===== config.mk =====
export PLATFORM = sky130hd
export DESIGN_NAME = pss_rom_sequencer_flat
export DESIGN_NICKNAME = d
export VERILOG_FILES = /design/src/rtl/pss_rom_sequencer_if.sv /design/src/rtl/pss_rom_sequencer.sv /design/src/flat_wrapper.sv
export SDC_FILE = /design/constraint.sdc
export NUM_CORES = 1
export LEC_CHECK = 0
export ABC_AREA = 1
export CORE_AREA = 8 8 89 91
export CTS_CLUSTER_SIZE = 25
export DETAILED_ROUTE_END_ITERATION = 6
export DIE_AREA = 0 0 97 99
export GPL_TIMING_DRIVEN = 0
export PLACE_DENSITY = 0.7
export SYNTH_ARGS = -nofsm -noshare
export SYNTH_HDL_FRONTEND = slang
export SYNTH_SLANG_ARGS = --single-unit

===== constraint.sdc =====
create_clock -name iclk -period 5.2 [get_ports iclk]
set_input_delay 0.52 -clock iclk [delete_from_list [all_inputs] [get_ports iclk]]
set_output_delay 0.52 -clock iclk [all_outputs]
set_load 0.03 [all_outputs]

===== src/rtl/pss_rom_sequencer_if.sv =====
// Control/stream bundle between the PSS ROM sequencer and its controller/downstream correlator.
// PSS_SEQ_PHASE_EN adds the iphase start-offset input.
interface pss_rom_sequencer_if #(
    parameter int pADDR_W = 11,
    parameter int pLOOP_W = 8
);
    logic               istart;
    logic               istop;
    logic [pADDR_W-1:0] ilast;
    logic [pLOOP_W-1:0] iloops;
    logic               irdy;
`ifdef PSS_SEQ_PHASE_EN
    logic [pADDR_W-1:0] iphase;
`endif
    logic [pADDR_W-1:0] oaddr;
    logic               orom_val;
    logic               odat_val;
    logic               osof;
    logic               oeof;
    logic               obusy;
    logic               odone;

    modport master (
        output istart, istop, ilast, iloops, irdy,
`ifdef PSS_SEQ_PHASE_EN
        output iphase,
`endif
        input  oaddr, orom_val, odat_val, osof, oeof, obusy, odone
    );

    modport slave (
        input  istart, istop, ilast, iloops, irdy,
`ifdef PSS_SEQ_PHASE_EN
        input  iphase,
`endif
        output oaddr, orom_val, odat_val, osof, oeof, obusy, odone
    );
endinterface


===== src/rtl/pss_rom_sequencer.sv =====
// Address/valid sequencer in front of the 1-cycle-latency PSS reference ROM, with irdy back-pressure.
// Optional PSS_SEQ_PHASE_EN: sweeps start at iphase and end at iphase-1 (wrapping at ilast).
module pss_rom_sequencer #(
    parameter int pADDR_W = 11,
    parameter int pLOOP_W = 8
) (
    input logic iclk,
    input logic irst,
    pss_rom_sequencer_if.slave bus
);
    typedef enum logic [1:0] {S_IDLE, S_RUN, S_DRAIN} state_t;

    state_t             r_state, w_nxt;
    logic [pADDR_W-1:0] r_addr, r_last, r_start, r_end;
    logic [pLOOP_W-1:0] r_loops, r_loop_cnt;
    logic               r_dat_val, r_sof, r_eof, r_done;
    logic               w_rom_val, w_sweep_end, w_final, w_accept, w_go;
    logic [pADDR_W-1:0] w_start, w_end;

`ifdef PSS_SEQ_PHASE_EN
    // Out-of-range phase falls back to a plain 0..ilast sweep.
    assign w_start = (bus.iphase > bus.ilast) ? '0 : bus.iphase;
    assign w_end   = (w_start == '0) ? bus.ilast : w_start - 1'b1;
`else
    assign w_start = '0;
    assign w_end   = bus.ilast;
`endif

    assign w_go        = bus.istart && !bus.istop;
    assign w_rom_val   = (r_state == S_RUN) && (!r_dat_val || bus.irdy);
    assign w_sweep_end = (r_addr == r_end);
    assign w_final     = (r_loops != '0) && (r_loop_cnt == r_loops - 1'b1);
    assign w_accept    = r_dat_val && bus.irdy;

    always_ff @(posedge iclk or posedge irst) begin
        if (irst) r_state <= S_IDLE;
        else      r_state <= w_nxt;
    end

    always_comb begin
        w_nxt = r_state;
        unique case (r_state)
            S_IDLE:  if (w_go) w_nxt = S_RUN;
            S_RUN: begin
                if (bus.istop)                               w_nxt = S_IDLE;
                else if (w_rom_val && w_sweep_end && w_final) w_nxt = S_DRAIN;
            end
            S_DRAIN: if (bus.istop || !r_dat_val || w_accept) w_nxt = S_IDLE;
            default: w_nxt = S_IDLE;
        endcase
    end

    always_ff @(posedge iclk or posedge irst) begin
        if (irst) begin
            r_addr     <= '0;
            r_last     <= '0;
            r_start    <= '0;
            r_end      <= '0;
            r_loops    <= '0;
            r_loop_cnt <= '0;
            r_dat_val  <= 1'b0;
            r_sof      <= 1'b0;
            r_eof      <= 1'b0;
            r_done     <= 1'b0;
        end else begin
            r_done <= (r_state == S_DRAIN) && w_accept && !bus.istop;

            if (r_state == S_IDLE) begin
                if (w_go) begin
                    r_last     <= bus.ilast;
                    r_loops    <= bus.iloops;
                    r_start    <= w_start;
                    r_end      <= w_end;
                    r_addr     <= w_start;
                    r_loop_cnt <= '0;
                end
            end else if (w_rom_val) begin
                if (!w_sweep_end) begin
                    r_addr <= (r_addr == r_last) ? '0 : r_addr + 1'b1;
                end else if (!w_final) begin
                    r_addr <= r_start;
                    // Continuous mode (iloops=0) keeps counting but must not wrap.
                    if (r_loop_cnt != '1) r_loop_cnt <= r_loop_cnt + 1'b1;
                end
            end

            if (bus.istop && r_state != S_IDLE) begin
                r_dat_val <= 1'b0;
                r_sof     <= 1'b0;
                r_eof     <= 1'b0;
            end else if (w_rom_val) begin
                r_dat_val <= 1'b1;
                r_sof     <= (r_addr == r_start);
                r_eof     <= w_sweep_end;
            end else if (bus.irdy) begin
                r_dat_val <= 1'b0;
            end
        end
    end

    assign bus.oaddr    = r_addr;
    assign bus.orom_val = w_rom_val;
    assign bus.odat_val = r_dat_val;
    assign bus.osof     = r_sof;
    assign bus.oeof     = r_eof;
    assign bus.obusy    = (r_state != S_IDLE);
    assign bus.odone    = r_done;
endmodule


===== src/flat_wrapper.sv =====
// flat-port wrapper written by rule: the top's interface ports become plain ports
module pss_rom_sequencer_flat 
#(
    parameter int pADDR_W = 11,
    parameter int pLOOP_W = 8
)
  (iclk, irst, bus_istart, bus_istop, bus_ilast, bus_iloops, bus_irdy, bus_oaddr, bus_orom_val, bus_odat_val, bus_osof, bus_oeof, bus_obusy, bus_odone);
  pss_rom_sequencer_if #(.pADDR_W(pADDR_W), .pLOOP_W(pLOOP_W)) bus_i ();
  input logic iclk;
  input logic irst;
  input wire logic [$bits(bus_i.istart)-1:0] bus_istart;
  input wire logic [$bits(bus_i.istop)-1:0] bus_istop;
  input wire logic [$bits(bus_i.ilast)-1:0] bus_ilast;
  input wire logic [$bits(bus_i.iloops)-1:0] bus_iloops;
  input wire logic [$bits(bus_i.irdy)-1:0] bus_irdy;
  output wire logic [$bits(bus_i.oaddr)-1:0] bus_oaddr;
  output wire logic [$bits(bus_i.orom_val)-1:0] bus_orom_val;
  output wire logic [$bits(bus_i.odat_val)-1:0] bus_odat_val;
  output wire logic [$bits(bus_i.osof)-1:0] bus_osof;
  output wire logic [$bits(bus_i.oeof)-1:0] bus_oeof;
  output wire logic [$bits(bus_i.obusy)-1:0] bus_obusy;
  output wire logic [$bits(bus_i.odone)-1:0] bus_odone;
  assign bus_i.istart = bus_istart;
  assign bus_i.istop = bus_istop;
  assign bus_i.ilast = bus_ilast;
  assign bus_i.iloops = bus_iloops;
  assign bus_i.irdy = bus_irdy;
  assign bus_oaddr = bus_i.oaddr;
  assign bus_orom_val = bus_i.orom_val;
  assign bus_odat_val = bus_i.odat_val;
  assign bus_osof = bus_i.osof;
  assign bus_oeof = bus_i.oeof;
  assign bus_obusy = bus_i.obusy;
  assign bus_odone = bus_i.odone;
  pss_rom_sequencer #(.pADDR_W(pADDR_W), .pLOOP_W(pLOOP_W)) u_core (.iclk(iclk), .irst(irst), .bus(bus_i));
endmodule

==> metrics.cfg <==
[run_status]
status = complete, no violations

[die]
core_area_mm2 = 0.006569
row_count = 30
die_y_um = 99
ios = 41
die_x_um = 97
start_util = 0.4322
die-area_mm2 = 0.009603

[cts]
cts_buffer_depth = 2
cts_hold_buf = 0
clock-sinks = 44
cts_made_buffers = 5
post_cts_resized = 0
htreeDepth = 2
post_cts_buffers = 0
clkTransAtPathRegs_ns = 0.08
cts_tree = built
cts-root-buf = clkbuf_8
insertion_delay_ns = 0.29

[logic_synthesis]
synth_enable_flop_cells = 0
syn_inst = 384
ys_seq_area_frac = 0.3878
async_flop_share = 1.000
ys_seq_elements = 44
yosys_warnings = 0
yosysTopAreaCell = dfrtp_1
synth_top_area_share = 0.3878
syn_avg_cell_area_um2 = 7.393
synth_area_leaders = dfrtp_1 39%, nand2_1 14%, nand3_1 6.2%
synth_flop_cell = dfrtp_1
netlist_area_mm2 = 0.002839
synth.distinct_cells = 33
synth_nets = 413

[sta]
period_needed_ns = 2.594
skew_ns = 0.007238
hold_viol = 0
rsz0062_at_grt = no
setup_tns_ns = 0
period_share = 0.4988
slew_violations = 0
worst_slew_pin_slew_ns = 0.5436
setup_viol = 0
max_slew_margin = 0.6376
fmax_mhz = 385.5

[power_and_ir_drop]
ir_drop_mv = 0.1610
power_switching_w = 0.0004142
p_comb_frac = 0.372
switching_share = 0.3880
clock_power_share = 0.187
design_power_total_w = 0.001068
pwr-share-seq = 0.441
p_leak_nw = 1.605
pwr_density_cell_mw_per_mm2 = 311.4
p_int_w = 0.0006533

[placed_design]
place.gp.congestion = 0.9106
portBuffers = 40
dp_hpwl_um = 5264
placedCellCount = 505

[setup_path]
critPathLaunchType = input port
worstSetupPathType = input port to primary output
cp.required_ns = 4.68
cp-end-kind = primary output
critPathMaxFanout = 5
worstPathArrival_ns = 2.07

[final_layout]
nNetsFinal = 461
antenna_cells = 0
drive_gt1_frac = 0.09767
fill_cells = 627
synthToLayoutAreaGrowth_pct = 20.76
layoutNonFillerInstCount = 510

[route]
ant_nets = 0
drc = 0
viasPerCell = 5.045
drt_wl_total_um = 6983
routedWlPerCell_um = 13.69
vias = 2573
drt_iter0_markers = 108
first_pass_iters = 4

[global_routing]
grt_pass1_vias = 2627
grtUsageTotal = 0.1456
antenna_found_initial = 0
grt_start_max_net_pins = 31
grt_pass1_wl_um = 11970
overflow = 0

[worst_hold_path]
hold_path.class = input port to async pin

[run]
drv_cap = 0

per-stage QoR:
stage               hold slack, ns  area (um2)  setup WS [ns]  utilization
finish                      0.4981        3428          2.606       0.5219
global placement            0.4789        3339          2.636       0.5084
detailed placement          0.4872        3359          2.615       0.5114
global route                0.5276        3428          2.547       0.5219
floorplan                   0.4999        2839          3.391            -
CTS                         0.5060        3428          2.609       0.5219
critical path, stage by stage:
cell and delay (ns):
clkdlybuf4s50_1 0.48, nor2_1 0.11, nor2_1 0.24, clkdlybuf4s50_1 0.72
kinds of logic after synthesis:
family | after synthesis | synth area share
AOI/OAI and AO/OA | 20 | 0.03967
buffers and inverters | 58 | 0.08594
adders and majority gates | 5 | 0.02204
xor gates and xnor gates | 25 | 0.07713
and+or+nand+nor | 223 | 0.3517
DFF | 44 | 0.3878
muxes | 9 | 0.03570
cells in the mapped netlist, types with 2 or more instances:
library cell / number
buf_2: 7
o21ai_1: 2
nand3_1: 35
nand4_1: 5
clkbuf_2: 2
inv_1: 38
dfrtp_1: 44
a21oi_1: 12
mux2_2: 9
o21ai_0: 3
inv_2: 2
nand2_2: 2
clkbuf_1: 4
xor2_1: 16
xnor2_1: 9
nor3_1: 18
nor2_1: 44
buf_1: 2
nor2_2: 3
ha_1: 5
nor2_4: 3
nand3b_1: 3
nand2_1: 105
buf_4: 2
power groups by stage:
| stage | Clock (W) | Combinational, W | Sequential [W] |
|---|---|---|---|
| finish | 0.000200 | 0.000397 | 0.000471 |
| detailed placement | 0 | 0.000399 | 0.000476 |
| global placement | 0 | 0.000387 | 0.000475 |
| floorplan | 0 | 0.000262 | 0.000484 |
| global route | 0.000216 | 0.000449 | 0.000480 |
| CTS | 0.000206 | 0.000401 | 0.000470 |
routing by layer:
layer	GRT usage	vias up	wire length (um)
met3	0.02799	7	241
li1	-	1299	-
met2	0.2688	52	3609
met1	0.1663	1215	3082
met5	0	-	0
met4	0.03787	0	50
flip-flops by register name, summed over array words and instances (netlist names):
signal / flops
u_core.bus.oaddr: 11
u_core.r_loops: 8
u_core.bus.odone: 1
u_core.bus.osof: 1
u_core.r_loop_cnt: 8
u_core.r_state: 2
u_core.bus.oeof: 1
u_core.r_last: 11
u_core.bus.odat_val: 1
final timing paths:
| kind | cells after the start | from | end | slack (ns) |
|---|---|---|---|---|
| max | 4 | bus_irdy | bus_orom_val | 2.61 |
| min | 2 | irst | u_core.r_last[3] | 0.50 |
| max reg2reg | 14 | u_core.r_loops[0] | u_core.bus.oaddr[4] | 3.10 |
| min reg2reg | 1 | u_core.bus.osof | u_core.bus.osof | 0.50 |
| max in group asynchronous | 3 | irst | u_core.bus.odat_val | 4.23 |
| min in group iclk | 1 | u_core.bus.osof | u_core.bus.osof | 0.50 |
cell type report:
type	instances	area (um2)	area share
sequential	44	1101	0.3212
multi-input combinational	282	1494	0.4358
inverter	40	150.1	0.04380
timing repair buffer	41	420.4	0.1226
buffer	18	93.84	0.02737
tap	80	100.1	0.02920
clock buffer	5	68.82	0.02007
cell usage in the layout (no fill, tap or decap), types with 7 or more instances in the layout:
| cell type | count |
|---|---|
| nand2_1 | 105 |
| nor2_1 | 44 |
| dfrtp_1 | 44 |
| clkdlybuf4s50_1 | 40 |
| inv_1 | 37 |
| nand3_1 | 35 |
| nor3_1 | 18 |
| xor2_1 | 16 |
| a21oi_1 | 12 |
| xnor2_1 | 9 |
| mux2_2 | 9 |
| buf_2 | 7 |
No activity file was read; power rests on OpenSTA's default activity.
